File: src/rtl/inst_prefetch_unit.sv
// -----------------------------------------------------------------------------
// inst_prefetch_unit
//
// Instruction fetch stage. It owns the fetch PC, issues word-indexed reads to
// instruction memory over a req/ack handshake with any latency, buffers the
// returned words with their PCs in a small FIFO and hands them to decode over
// a valid/ready interface. A redirect flushes the buffer and restarts fetch at
// the new PC. A request that is in flight when a redirect arrives stays on
// the bus until it is acked, and its data is then dropped.
//
// Parameters
//   DEPTH     prefetch FIFO entries (power of two, >= 2)
//   RESET_PC  fetch PC loaded on reset (word index)
//
// Ports
//   clk_i             clock, all state updates on posedge
//   rst_ni            synchronous active-low reset
//   imem_req_o        instruction read request
//   imem_addr_o       word address, stable while imem_req_o is high
//   imem_ack_i        request complete, imem_rdata_i valid this cycle
//   imem_rdata_i      instruction word
//   redirect_valid_i  load a new fetch PC and flush the buffer
//   redirect_pc_i     new fetch PC (word index)
//   if_valid_o        head entry available
//   if_ready_i        decode accepts the head entry
//   if_instr_o        head instruction
//   if_pc_o           PC of the head instruction
//   perf_stall_cnt_o  decode-starved cycle count
//
// Optional feature
//   FETCH_PERF_CNT_EN  when defined, perf_stall_cnt_o counts cycles with
//                      if_ready_i=1 and if_valid_o=0 (saturating, kept
//                      across redirects). When undefined it is tied to 0.
// -----------------------------------------------------------------------------
module inst_prefetch_unit #(
  parameter int unsigned DEPTH    = 4,
  parameter logic [31:0] RESET_PC = 32'h0
) (
  input  logic        clk_i,
  input  logic        rst_ni,
  output logic        imem_req_o,
  output logic [31:0] imem_addr_o,
  input  logic        imem_ack_i,
  input  logic [31:0] imem_rdata_i,
  input  logic        redirect_valid_i,
  input  logic [31:0] redirect_pc_i,
  output logic        if_valid_o,
  input  logic        if_ready_i,
  output logic [31:0] if_instr_o,
  output logic [31:0] if_pc_o,
  output logic [31:0] perf_stall_cnt_o
);

  localparam int unsigned AW = (DEPTH > 1) ? $clog2(DEPTH) : 1;
  localparam int unsigned CW = AW + 1;
  localparam logic [CW:0] DEPTH_C = (CW + 1)'(DEPTH);

  typedef enum logic [1:0] {
    S_IDLE    = 2'd0,
    S_WAIT    = 2'd1,
    S_DISCARD = 2'd2
  } state_e;

  state_e        state_q, state_d;
  logic [31:0]   fetch_pc_q, fetch_pc_d;
  logic [31:0]   addr_q, addr_d;
  logic [CW-1:0] count_q, count_d;
  logic [AW-1:0] head_q, head_d;
  logic [AW-1:0] tail_q, tail_d;
  logic [31:0]   instr_mem_q [DEPTH];
  logic [31:0]   pc_mem_q    [DEPTH];

  logic          push;
  logic          pop;
  logic          flush;
  logic [CW:0]   credit;
  logic [CW:0]   count_plus1;
  logic          issue_ok;

  assign if_valid_o  = (count_q != '0);
  assign if_instr_o  = instr_mem_q[head_q];
  assign if_pc_o     = pc_mem_q[head_q];
  assign imem_req_o  = (state_q != S_IDLE);
  assign imem_addr_o = addr_q;

  // Credit check on registered values only: an outstanding request already
  // owns a slot, and a pop in the same cycle is deliberately not counted.
  assign credit      = {1'b0, count_q} + {{CW{1'b0}}, (state_q == S_WAIT)};
  assign count_plus1 = {1'b0, count_q} + {{CW{1'b0}}, 1'b1};
  assign issue_ok    = (credit < DEPTH_C);

  // Redirect outranks both push and pop.
  assign pop = if_valid_o && if_ready_i && !redirect_valid_i;

  always_comb begin
    state_d    = state_q;
    fetch_pc_d = fetch_pc_q;
    addr_d     = addr_q;
    push       = 1'b0;
    flush      = 1'b0;
    if (redirect_valid_i) begin
      flush      = 1'b1;
      fetch_pc_d = redirect_pc_i;
      // A live request cannot be withdrawn; wait out its ack in DISCARD.
      if (state_q == S_IDLE) begin
        state_d = S_IDLE;
      end else begin
        state_d = imem_ack_i ? S_IDLE : S_DISCARD;
      end
    end else begin
      unique case (state_q)
        S_IDLE: begin
          if (issue_ok) begin
            state_d = S_WAIT;
            addr_d  = fetch_pc_q;
          end
        end
        S_WAIT: begin
          if (imem_ack_i) begin
            push       = 1'b1;
            fetch_pc_d = fetch_pc_q + 32'd1;
            // Chain straight into the next request while a slot remains.
            if (count_plus1 < DEPTH_C) begin
              addr_d = fetch_pc_q + 32'd1;
            end else begin
              state_d = S_IDLE;
            end
          end
        end
        S_DISCARD: begin
          if (imem_ack_i) begin
            state_d = S_IDLE;
          end
        end
        default: state_d = S_IDLE;
      endcase
    end
  end

  always_comb begin
    head_d  = head_q;
    tail_d  = tail_q;
    count_d = count_q;
    if (flush) begin
      head_d  = '0;
      tail_d  = '0;
      count_d = '0;
    end else begin
      if (pop) begin
        head_d = head_q + AW'(1);
      end
      if (push) begin
        tail_d = tail_q + AW'(1);
      end
      if (push && !pop) begin
        count_d = count_q + CW'(1);
      end else if (pop && !push) begin
        count_d = count_q - CW'(1);
      end
    end
  end

  always_ff @(posedge clk_i) begin
    if (!rst_ni) begin
      state_q    <= S_IDLE;
      fetch_pc_q <= RESET_PC;
      addr_q     <= 32'h0;
      count_q    <= '0;
      head_q     <= '0;
      tail_q     <= '0;
    end else begin
      state_q    <= state_d;
      fetch_pc_q <= fetch_pc_d;
      addr_q     <= addr_d;
      count_q    <= count_d;
      head_q     <= head_d;
      tail_q     <= tail_d;
    end
  end

  // Storage is cleared on reset so the head outputs read as zero.
  always_ff @(posedge clk_i) begin
    if (!rst_ni) begin
      for (int i = 0; i < int'(DEPTH); i++) begin
        instr_mem_q[i] <= 32'h0;
        pc_mem_q[i]    <= 32'h0;
      end
    end else if (push) begin
      instr_mem_q[tail_q] <= imem_rdata_i;
      pc_mem_q[tail_q]    <= fetch_pc_q;
    end
  end

`ifdef FETCH_PERF_CNT_EN
  logic [31:0] perf_q;

  always_ff @(posedge clk_i) begin
    if (!rst_ni) begin
      perf_q <= 32'h0;
    end else if (if_ready_i && !if_valid_o && (perf_q != 32'hFFFF_FFFF)) begin
      perf_q <= perf_q + 32'd1;
    end
  end

  assign perf_stall_cnt_o = perf_q;
`else
  assign perf_stall_cnt_o = 32'h0;
`endif

endmodule

File: config.mk
export PLATFORM = sky130hd
export DESIGN_NAME = inst_prefetch_unit
export DESIGN_NICKNAME = d
export VERILOG_FILES = /design/src/rtl/inst_prefetch_unit.sv
export SDC_FILE = /design/constraint.sdc
export NUM_CORES = 1
export LEC_CHECK = 0
export CAP_MARGIN = 0
export CORE_MARGIN = 1
export CORE_UTILIZATION = 30
export DETAILED_ROUTE_END_ITERATION = 12
export GPL_TIMING_DRIVEN = 0
export HOLD_SLACK_MARGIN = 0.08
export PLACE_DENSITY_LB_ADDON = 0.08
export SETUP_SLACK_MARGIN = 0.05
export SYNTH_ARGS = -nofsm -noshare
export SYNTH_HDL_FRONTEND = slang
export SYNTH_SLANG_ARGS = --single-unit
File: constraint.sdc
create_clock -name clk_i -period 11.92 [get_ports clk_i]
set_input_delay 2.384 -clock clk_i [delete_from_list [all_inputs] [get_ports clk_i]]
set_output_delay 2.384 -clock clk_i [all_outputs]
set_load 0.01 [all_outputs]
Word level (Yosys, flattened, before mapping)
Memories as Yosys holds them, arrays and structs flattened. A register that Yosys moved wholly into a read port is not among the register bits.
Index checks and enable logic that the tools add are counted.

word-level totals
  memories kept = 2
  bits in writable memories = 256
  output and inout port bits = 130
  flip-flop bits (word level) = 73
  input port bits = 69
  logic and storage cells = 83

cells by class
  equal/unequal tests = 9
  bitwise operators = 2
  add/subtract/negate cells = 7
  reduce and logical (&&, ||, !) cells = 20
  order comparisons = 2
  mux-type cells = 35

memories
  memory       words  bits a word  rd ports  clocked after Yosys merged registers in  wr ports  RTL line  RTL
  instr_mem_q  4      32           1         1                                        4         70        logic [31:0] instr_mem_q [DEPTH];
  pc_mem_q     4      32           1         1                                        4         71        logic [31:0] pc_mem_q [DEPTH];

operators by type and width
  cell                   count
  $mux 32                8
  $pmux 32 s2            1
  $reduce_or 32->1       2
  $add 32x1->32 const B  1
  $mux 2                 13
  $ne 3x3->1 const B     4
  $mux 1                 10
  $reduce_bool 2->1      5
  $lt 4x3->1 const B     2
  $mux 3                 2
  $pmux 2 s3             1
  $reduce_and 5->1       1
  $add 2x1->2 const B    2
  $add 3x1->4            1
  $add 3x1->4 const B    1
  $logic_and 1x1->1      4
  $ne 2x2->1 const B     2
  $reduce_and 4->1       1
  $add 3x1->3 const B    1
  $logic_not 1->1        3
  $reduce_bool 3->1      1
  $sub 3x1->3 const B    1
  $eq 2x1->1 const B     1
  $eq 2x2->1 const B     1
  5 further kinds        6

Longest topological paths before layout
Gate-level depths: netlist of run 1.

  depth in word-level cells = 8
  mapped depth = 10
  mapped depth without buffers = 9

Worst setup path after synthesis of run 1
Ideal clock, no wire load.

  kind = input port to flip-flop
  from = in redirect_valid_i
  to = mem instr_mem_q[0][0] (enable)
  path slack = 1.915 ns
  data arrival time = 9.345 ns
  path buffers = 2
  required time = 11.259 ns
  stages on the path = 3
  library setup time = 0.661 ns
  path through = clkbuf_1 clkbuf_1 o41ai_1

RTL lines
  what                RTL line  RTL
  start: declaration  45        input logic redirect_valid_i,
  end: declaration    70

==> impl_metrics.env, run 1 <==
export IMPL_highest_attainable_clock_frequency_mhz=170
export IMPL_cts_made_buffers=41
export IMPL_syn_cell_area_sq_um=15200
export IMPL_timing_worst_setup_path_type="flop to output pin"
export IMPL_syn_inst=1158
export IMPL_reg2reg_slack_ns=8.50
export IMPL_layout_cells_non_filler=2118
export IMPL_pin_count=199
export IMPL_grt_start_max_net_pins=39
export IMPL_tightest_slew_ns=1.15
export IMPL_sequential_cell_area_sq_um=9190
export IMPL_setup_total_negative_slack_ns=0
export IMPL_crit_fanout=10
export IMPL_fin_area_sq_um=19400
export IMPL_area_growth_synth_to_final_pct=27.3
export IMPL_dp_hpwl_um=31500
export IMPL_critical_r2r_launch="state_q[1]"
export IMPL_holdPathStages=2
export IMPL_die_area_sq_um=51700
export IMPL_hold_path_class="flop to flop"
export IMPL_hold_vio_cnt_final=0
export IMPL_viasPerCell=4.63
export IMPL_detail_route_iter0_violations=518
export IMPL_timing_max_slew_rel_slack_pct=23.0
export IMPL_antennaDiodeCount=0
export IMPL_synthDominantAreaCellType="sky130_fd_sc_hd__edfxtp_1"
export IMPL_final_weighted_congestion_of_routability_driven_global_placement=0.781
export IMPL_postSynth_topFlopCell="sky130_fd_sc_hd__edfxtp_1"
export IMPL_cts_max_path_buffers=3
export IMPL_cts_sink_count=331
export IMPL_final_min_clock_period_ns=5.90
export IMPL_fin_crit_sh_pct=49.5
export IMPL_core_region_area_sq_um=50100
export IMPL_drc=0
export IMPL_std_cell_rows=82
export IMPL_number_of_cells_in_the_design_after_placement=2047
export IMPL_antenna_found_initial=0
export IMPL_vias=9815
export IMPL_timing_critical_path_cells="clkbuf_1 > buf_1 > mux4_2 > clkdlybuf4s50_1"
export IMPL_postCtsSetupBuffers=0
export IMPL_setup_violations_final=0
export IMPL_chipHeight_um=227
export IMPL_worstSetupEndpointType="output pin"
export IMPL_max_vdd_ir_drop_mv=0.0820
export IMPL_via_count_of_the_first_global_routing_pass=10100
export IMPL_hold_path_end="imem_addr_o[0]"
export IMPL_grt_first_pass_wirelength_um=66900
export IMPL_critical_path_max_stage_delay_ns=0.81
export IMPL_worst_r2r_cell_count=7
export IMPL_cpLargestDelayFamily="buffers and inverters"
export IMPL_tritoncts="done"
export IMPL_synthesis_area_per_instance_sq_um=13.1
export IMPL_fin_nets=1490
export IMPL_antenna_violating_nets_post_route=0
export IMPL_multi_input_comb_area_sq_um=5500
export IMPL_start_util_pct=30.4
export IMPL_top_area_cell_type_share_of_the_netlist_area_pct=50.5
export IMPL_power_density_nw_per_um2=140
export IMPL_grt_remaining_overflow=0
export IMPL_ys_async_sr_fraction_pct=0
export IMPL_maxCapViolCount=0
export IMPL_critical_path_buf_inv_count=3
export IMPL_p_leak_uw=0.00683
export IMPL_drt_total_wl_um=45300
export IMPL_grt_usage_pct=17.8
export IMPL_slowest_stage="sky130_fd_sc_hd__buf_1"
export IMPL_clock_tree_root_cell="sky130_fd_sc_hd__clkbuf_16"
export IMPL_largest_cells_by_area_after_synthesis="sky130_fd_sc_hd__edfxtp_1 (50%), sky130_fd_sc_hd__dfxtp_1 (9.9%), sky130_fd_sc_hd__and2_1 (9.7%), sky130_fd_sc_hd__mux4_2 (9.5%), sky130_fd_sc_hd__xor2_1 (2.2%)"
export IMPL_clock_slew_at_reported_path_ffs_ns=0.06
export IMPL_clock_tree_htree_level_count=2
export IMPL_timing_rr_end="instr_mem_q[0][26]"
export IMPL_dpl_cell_area_sq_um=18200
export IMPL_setup_worst_path_start_class="flop"
export IMPL_synth_edf_count=256
export IMPL_die_width_um=227
export IMPL_ctsHoldBuffers=0
export IMPL_detailedRoute_firstPassIterationCount=5
export IMPL_critPathRequiredTime_ns=9.54
export IMPL_run_status="finished clean"
export IMPL_wl_per_cell_um=21.4
export IMPL_maximum_clock_skew_at_final_layout_ns=0.0164
export IMPL_synth_distinct_cells=55
export IMPL_ys_seq_elements=331
export IMPL_fin_worst_hold_slack_ns=0.521
export IMPL_n_fill_cell=4948
export IMPL_worstPathArrival_ns=3.51
export IMPL_rsz0062_at_grt="false"
export IMPL_yosysWarningCount=0
export IMPL_clock_insertion_delay_worst_skew_ns=0.55
export IMPL_layout_drive_gt1_share_pct=14.6
export IMPL_report_power_total_uw=2720
export IMPL_holdCritStartpoint="imem_addr_o[0]"
export IMPL_cts_repair_resized=0
export IMPL_buffer_ports_inserted=165
export IMPL_yosysSeqAreaShare_pct=60.4
export IMPL_report_final_slew_viol_count=0
-- through the flow --
stage / util [%] / setup slack (ns)
after floorplan: - / 1.91
after global placement: 35.6 / -6.04
after detailed placement: 36.3 / 5.84
after CTS: 38.7 / 5.82
after global routing: 38.7 / 5.74
final: 38.7 / 6.02
-- synthesized netlist by cell type (3+ instances only) --
library cell and count:
sky130_fd_sc_hd__a21oi_1 35, sky130_fd_sc_hd__nand2b_1 4, sky130_fd_sc_hd__nor4_1 19, sky130_fd_sc_hd__mux2i_1 10, sky130_fd_sc_hd__nand3_1 23, sky130_fd_sc_hd__a211oi_1 16
sky130_fd_sc_hd__a31oi_1 6, sky130_fd_sc_hd__nand2_1 28, sky130_fd_sc_hd__buf_2 19, sky130_fd_sc_hd__xnor2_1 25, sky130_fd_sc_hd__buf_4 33, sky130_fd_sc_hd__nor2_1 51
sky130_fd_sc_hd__xor2_1 38, sky130_fd_sc_hd__nor2b_1 5, sky130_fd_sc_hd__o21ai_0 34, sky130_fd_sc_hd__dfxtp_1 75, sky130_fd_sc_hd__or4_1 3, sky130_fd_sc_hd__edfxtp_1 256
sky130_fd_sc_hd__or3_1 7, sky130_fd_sc_hd__and2_2 4, sky130_fd_sc_hd__and2_1 236, sky130_fd_sc_hd__inv_1 10, sky130_fd_sc_hd__and3_1 5, sky130_fd_sc_hd__mux4_2 64
sky130_fd_sc_hd__buf_1 7, sky130_fd_sc_hd__nand4_1 20, sky130_fd_sc_hd__clkbuf_1 69, sky130_fd_sc_hd__nor3_1 23
-- routing by layer --
layer	routed length, um	GRT usage (%)	vias up	part of all wire (%)
met5	0	0	-	0
met4	999	4.98	0	2.2
met3	2060	3.50	58	4.6
met2	21900	29.8	215	48
met1	20300	23.4	4892	45
li1	-	-	4650	-
-- sequential cells by signal, indices dropped and copies added, names as in the netlist, named ones only --
register,flops
state_q,2
count_q,3
tail_q,2
fetch_pc_q,32
pc_mem_q,128
imem_addr_o,32
instr_mem_q,128
head_q,2
-- cell families after synthesis --
| group | after synthesis | synth area share (%) |
|---|---|---|
| AO/OA/AOI/OAI | 106 | 4.29 |
| XOR/XNOR | 63 | 3.62 |
| adder cells (fa/ha/maj) | 3 | 0.296 |
| buffers and inverters | 141 | 4.54 |
| flip-flops | 331 | 60.4 |
| multiplexers | 74 | 10.1 |
| other | 1 | 0.0246 |
| AND/OR/NAND/NOR | 439 | 16.7 |
-- worst max-delay path by stage --
stage / startpoint / end / slack [ns] / depth (start not counted)
6_report: flop / if_instr_o[5] / 6.02 / 4
5_1_grt: flop / if_instr_o[2] / 5.74 / 4
4_1_cts: flop / if_instr_o[5] / 5.82 / 4
3_5_place_dp: imem_ack_i / instr_mem_q[0][26] / 5.84 / 7
3_3_place_gp: imem_ack_i / pc_mem_q[0][13] / -6.04 / 4
2_1_floorplan: redirect_valid_i / instr_mem_q[0][0] / 1.91 / 3
-- worst reg2reg max path: cells and delay by family (launching register included) --
family,cells,cell delay [ns]
buffers and inverters,3,1.42
AND/OR/NAND/NOR,4,1.58
flip-flops,1,0.29
-- where the power goes --
group          internal, uW  switching, uW  total [uW]
combinational           111            128         239
sequential             1290           20.8        1310
clock                   686            486        1170
-- layout make-up --
cell class	instances	area share, %
well taps	672	4.34
clock buffers	56	5.69
plain buffers	130	3.36
multi-input cells	717	28.4
flip-flops and latches	331	47.4
clock inverters	15	0.620
inverters	11	0.213
repair buffers	186	9.99
-- layout by cell type, fill, tap and decap left out, drive strengths merged, types with 5 or more instances in the layout --
cell,count
a211oi,17
a21oi,36
a31oi,6
and2,240
and3,5
buf,82
clkbuf,125
clkdlybuf4s50,165
clkinv,13
conb,32
dfxtp,75
edfxtp,256
inv,10
mux2i,10
mux4,64
nand2,29
nand3,24
nand4,20
nor2,51
nor2b,5
nor3,23
nor4,21
o21ai,34
or3,7
xnor2,25
xor2,38
Note: power is estimated with default switching activity, not from simulation.
==> run 2, diff against run 1 <==
- clock period: 11.92 -> 5.8 ns (I/O delays scaled with it)
==> run 2 against run 1 <==
  * Design area grew 0.74%
  * Via count down 0.76%
  * Sequential power is 110% higher
  * Worst hold slack worse by 0.013 ns
  * Global-route usage down 0.12 points
  * Sequential cell count unchanged
  * Die area unchanged
  * Cell count about the same
  * Setup slack worse by 4.8 ns
  * Clock skew is 0.0048 ns higher
  * Clock power grew 120%
==> impl_metrics.env, run 2 (synthesized netlist as in run 1, its figures left out) <==
export IMPL_mostFrequentLayoutCells="sky130_fd_sc_hd__edfxtp_1 (256), sky130_fd_sc_hd__and2_1 (236), sky130_fd_sc_hd__clkdlybuf4s50_1 (165)"
export IMPL_pre_cts_ws_ns=1.03
export IMPL_worstSetupEndpointType="output pin"
export IMPL_run_status="finished clean"
export IMPL_detailedRoute_firstPassIterationCount=5
export IMPL_maximum_clock_skew_at_final_layout_ns=0.0212
export IMPL_clock_tree_root_cell="sky130_fd_sc_hd__clkbuf_16"
export IMPL_antenna_violating_nets_post_route=0
export IMPL_report_power_total_uw=5740
export IMPL_hold_path_class="flop to flop"
export IMPL_rsz0062_at_grt="false"
export IMPL_dp_hpwl_um=31300
export IMPL_tritoncts="done"
export IMPL_report_final_slew_viol_count=0
export IMPL_cts_repair_resized=0
export IMPL_die_area_sq_um=51700
export IMPL_timing_final_ws_setup_ns=1.21
export IMPL_cts_sink_count=331
export IMPL_highest_attainable_clock_frequency_mhz=218
export IMPL_chipHeight_um=227
export IMPL_power_net_switching_uw=1300
export IMPL_p_comb_share_pct=8.6
export IMPL_power_frac_seq_pct=46.9
export IMPL_cts_max_path_buffers=3
export IMPL_drc=0
export IMPL_area_growth_synth_to_final_pct=28.2
export IMPL_drt_total_wl_um=44900
export IMPL_grt_remaining_overflow=0
export IMPL_postCtsSetupBuffers=0
export IMPL_p_leak_uw=0.00689
export IMPL_final_min_clock_period_ns=4.59
export IMPL_clock_tree_htree_level_count=2
export IMPL_grt_start_max_net_pins=43
export IMPL_antenna_found_initial=3
export IMPL_dpl_cell_area_sq_um=18200
export IMPL_power_share_switching_pct=22.7
export IMPL_clock_insertion_delay_worst_skew_ns=0.56
export IMPL_timing_max_slew_rel_slack_pct=15.8
export IMPL_timing_worst_setup_path_type="flop to output pin"
export IMPL_viasPerCell=4.60
export IMPL_maxCapViolCount=0
export IMPL_buffer_ports_inserted=165
export IMPL_max_vdd_ir_drop_mv=0.154
export IMPL_fin_crit_sh_pct=79.2
export IMPL_final_weighted_congestion_of_routability_driven_global_placement=0.755
export IMPL_setup_worst_path_start_class="flop"
export IMPL_hold_vio_cnt_final=0
export IMPL_grt_usage_pct=17.7
export IMPL_layout_drive_gt1_share_pct=14.7
export IMPL_power_density_nw_per_um2=294
export IMPL_antennaDiodeCount=0
export IMPL_regs_by_ff_count="instr_mem_q: 128 flops, pc_mem_q: 128 flops"
export IMPL_design_internal_power_uw=4430
export IMPL_ctsHoldBuffers=0
export IMPL_core_region_area_sq_um=50100
export IMPL_start_util_pct=30.4
export IMPL_grt_first_pass_wirelength_um=66200
export IMPL_fin_area_sq_um=19500
export IMPL_vias=9740
export IMPL_wl_per_cell_um=21.2
export IMPL_clock_power_share_pct=44.4
export IMPL_detail_route_iter0_violations=622
export IMPL_crit_fanout=10
export IMPL_n_fill_cell=4942
export IMPL_setup_violations_final=0
export IMPL_clock_slew_at_reported_path_ffs_ns=0.06
export IMPL_pin_count=199
export IMPL_fin_nets=1486
export IMPL_std_cell_rows=82
export IMPL_die_width_um=227
export IMPL_tightest_slew_ns=1.25
export IMPL_cts_made_buffers=41
export IMPL_critPathRequiredTime_ns=4.64
export IMPL_via_count_of_the_first_global_routing_pass=10100
export IMPL_mostFrequentLayoutCell="sky130_fd_sc_hd__edfxtp_1"
export IMPL_worstPathArrival_ns=3.43
run 2: cell type report:
class / count / area, sq um / area share [%]
Buffer: 130 / 651 / 3.33
Clock buffer: 63 / 1230 / 6.31
Clock inverter: 13 / 114 / 0.583
Inverter: 11 / 41.3 / 0.211
Multi-Input combinational cell: 717 / 5510 / 28.2
Sequential cell: 331 / 9190 / 47.1
Tap cell: 672 / 841 / 4.31
Timing Repair Buffer: 182 / 1940 / 9.95
run 2: worst paths after layout:
check / start / to / slack (ns) / cells past startpoint
setup / recovery: flop / if_instr_o[15] / 1.21 / 4
hold reg to reg: imem_addr_o[3] / imem_addr_o[3] / 0.51 / 2
hold / removal: imem_addr_o[3] / imem_addr_o[3] / 0.51 / 2
setup reg to reg: state_q[1] / instr_mem_q[1][24] / 2.39 / 8
run 2: per-stage QoR:
| stage | util [%] | setup TNS [ns] | std cells | hold slack (ns) |
|---|---|---|---|---|
| after floorplan | - | 0 | 1189 | 0.485 |
| after global placement | 35.6 | -747.60 | 2026 | 0.499 |
| after detailed placement | 36.3 | 0 | 2043 | 0.504 |
| after CTS | 39.0 | 0 | 2119 | 0.512 |
| after global routing | 39.0 | 0 | 2119 | 0.542 |
| final | 39.0 | 0 | 2119 | 0.508 |
run 2: power by group through the flow:
stage	sequential (uW)	clock, uW	combinational [uW]
after floorplan	2740	0	231
after global placement	2760	0	478
after detailed placement	2740	0	504
after CTS	2690	2630	506
after global routing	2700	2700	538
final	2690	2550	495
run 2: metal layers:
layer	global-route usage, %	up-vias	share of wire [%]
li1	-	4650	-
met1	23.7	4776	45
met2	29.2	243	48
met3	2.88	65	4.6
met4	5.80	6	2.2
met5	0	-	0.085
run 2: critical path, stage by stage, from the launching register on:
cell and delay (ns):
sky130_fd_sc_hd__dfxtp_1 0.30, sky130_fd_sc_hd__clkbuf_1 0.70, sky130_fd_sc_hd__buf_1 0.75, sky130_fd_sc_hd__mux4_2 0.62, sky130_fd_sc_hd__clkdlybuf4s50_1 0.50
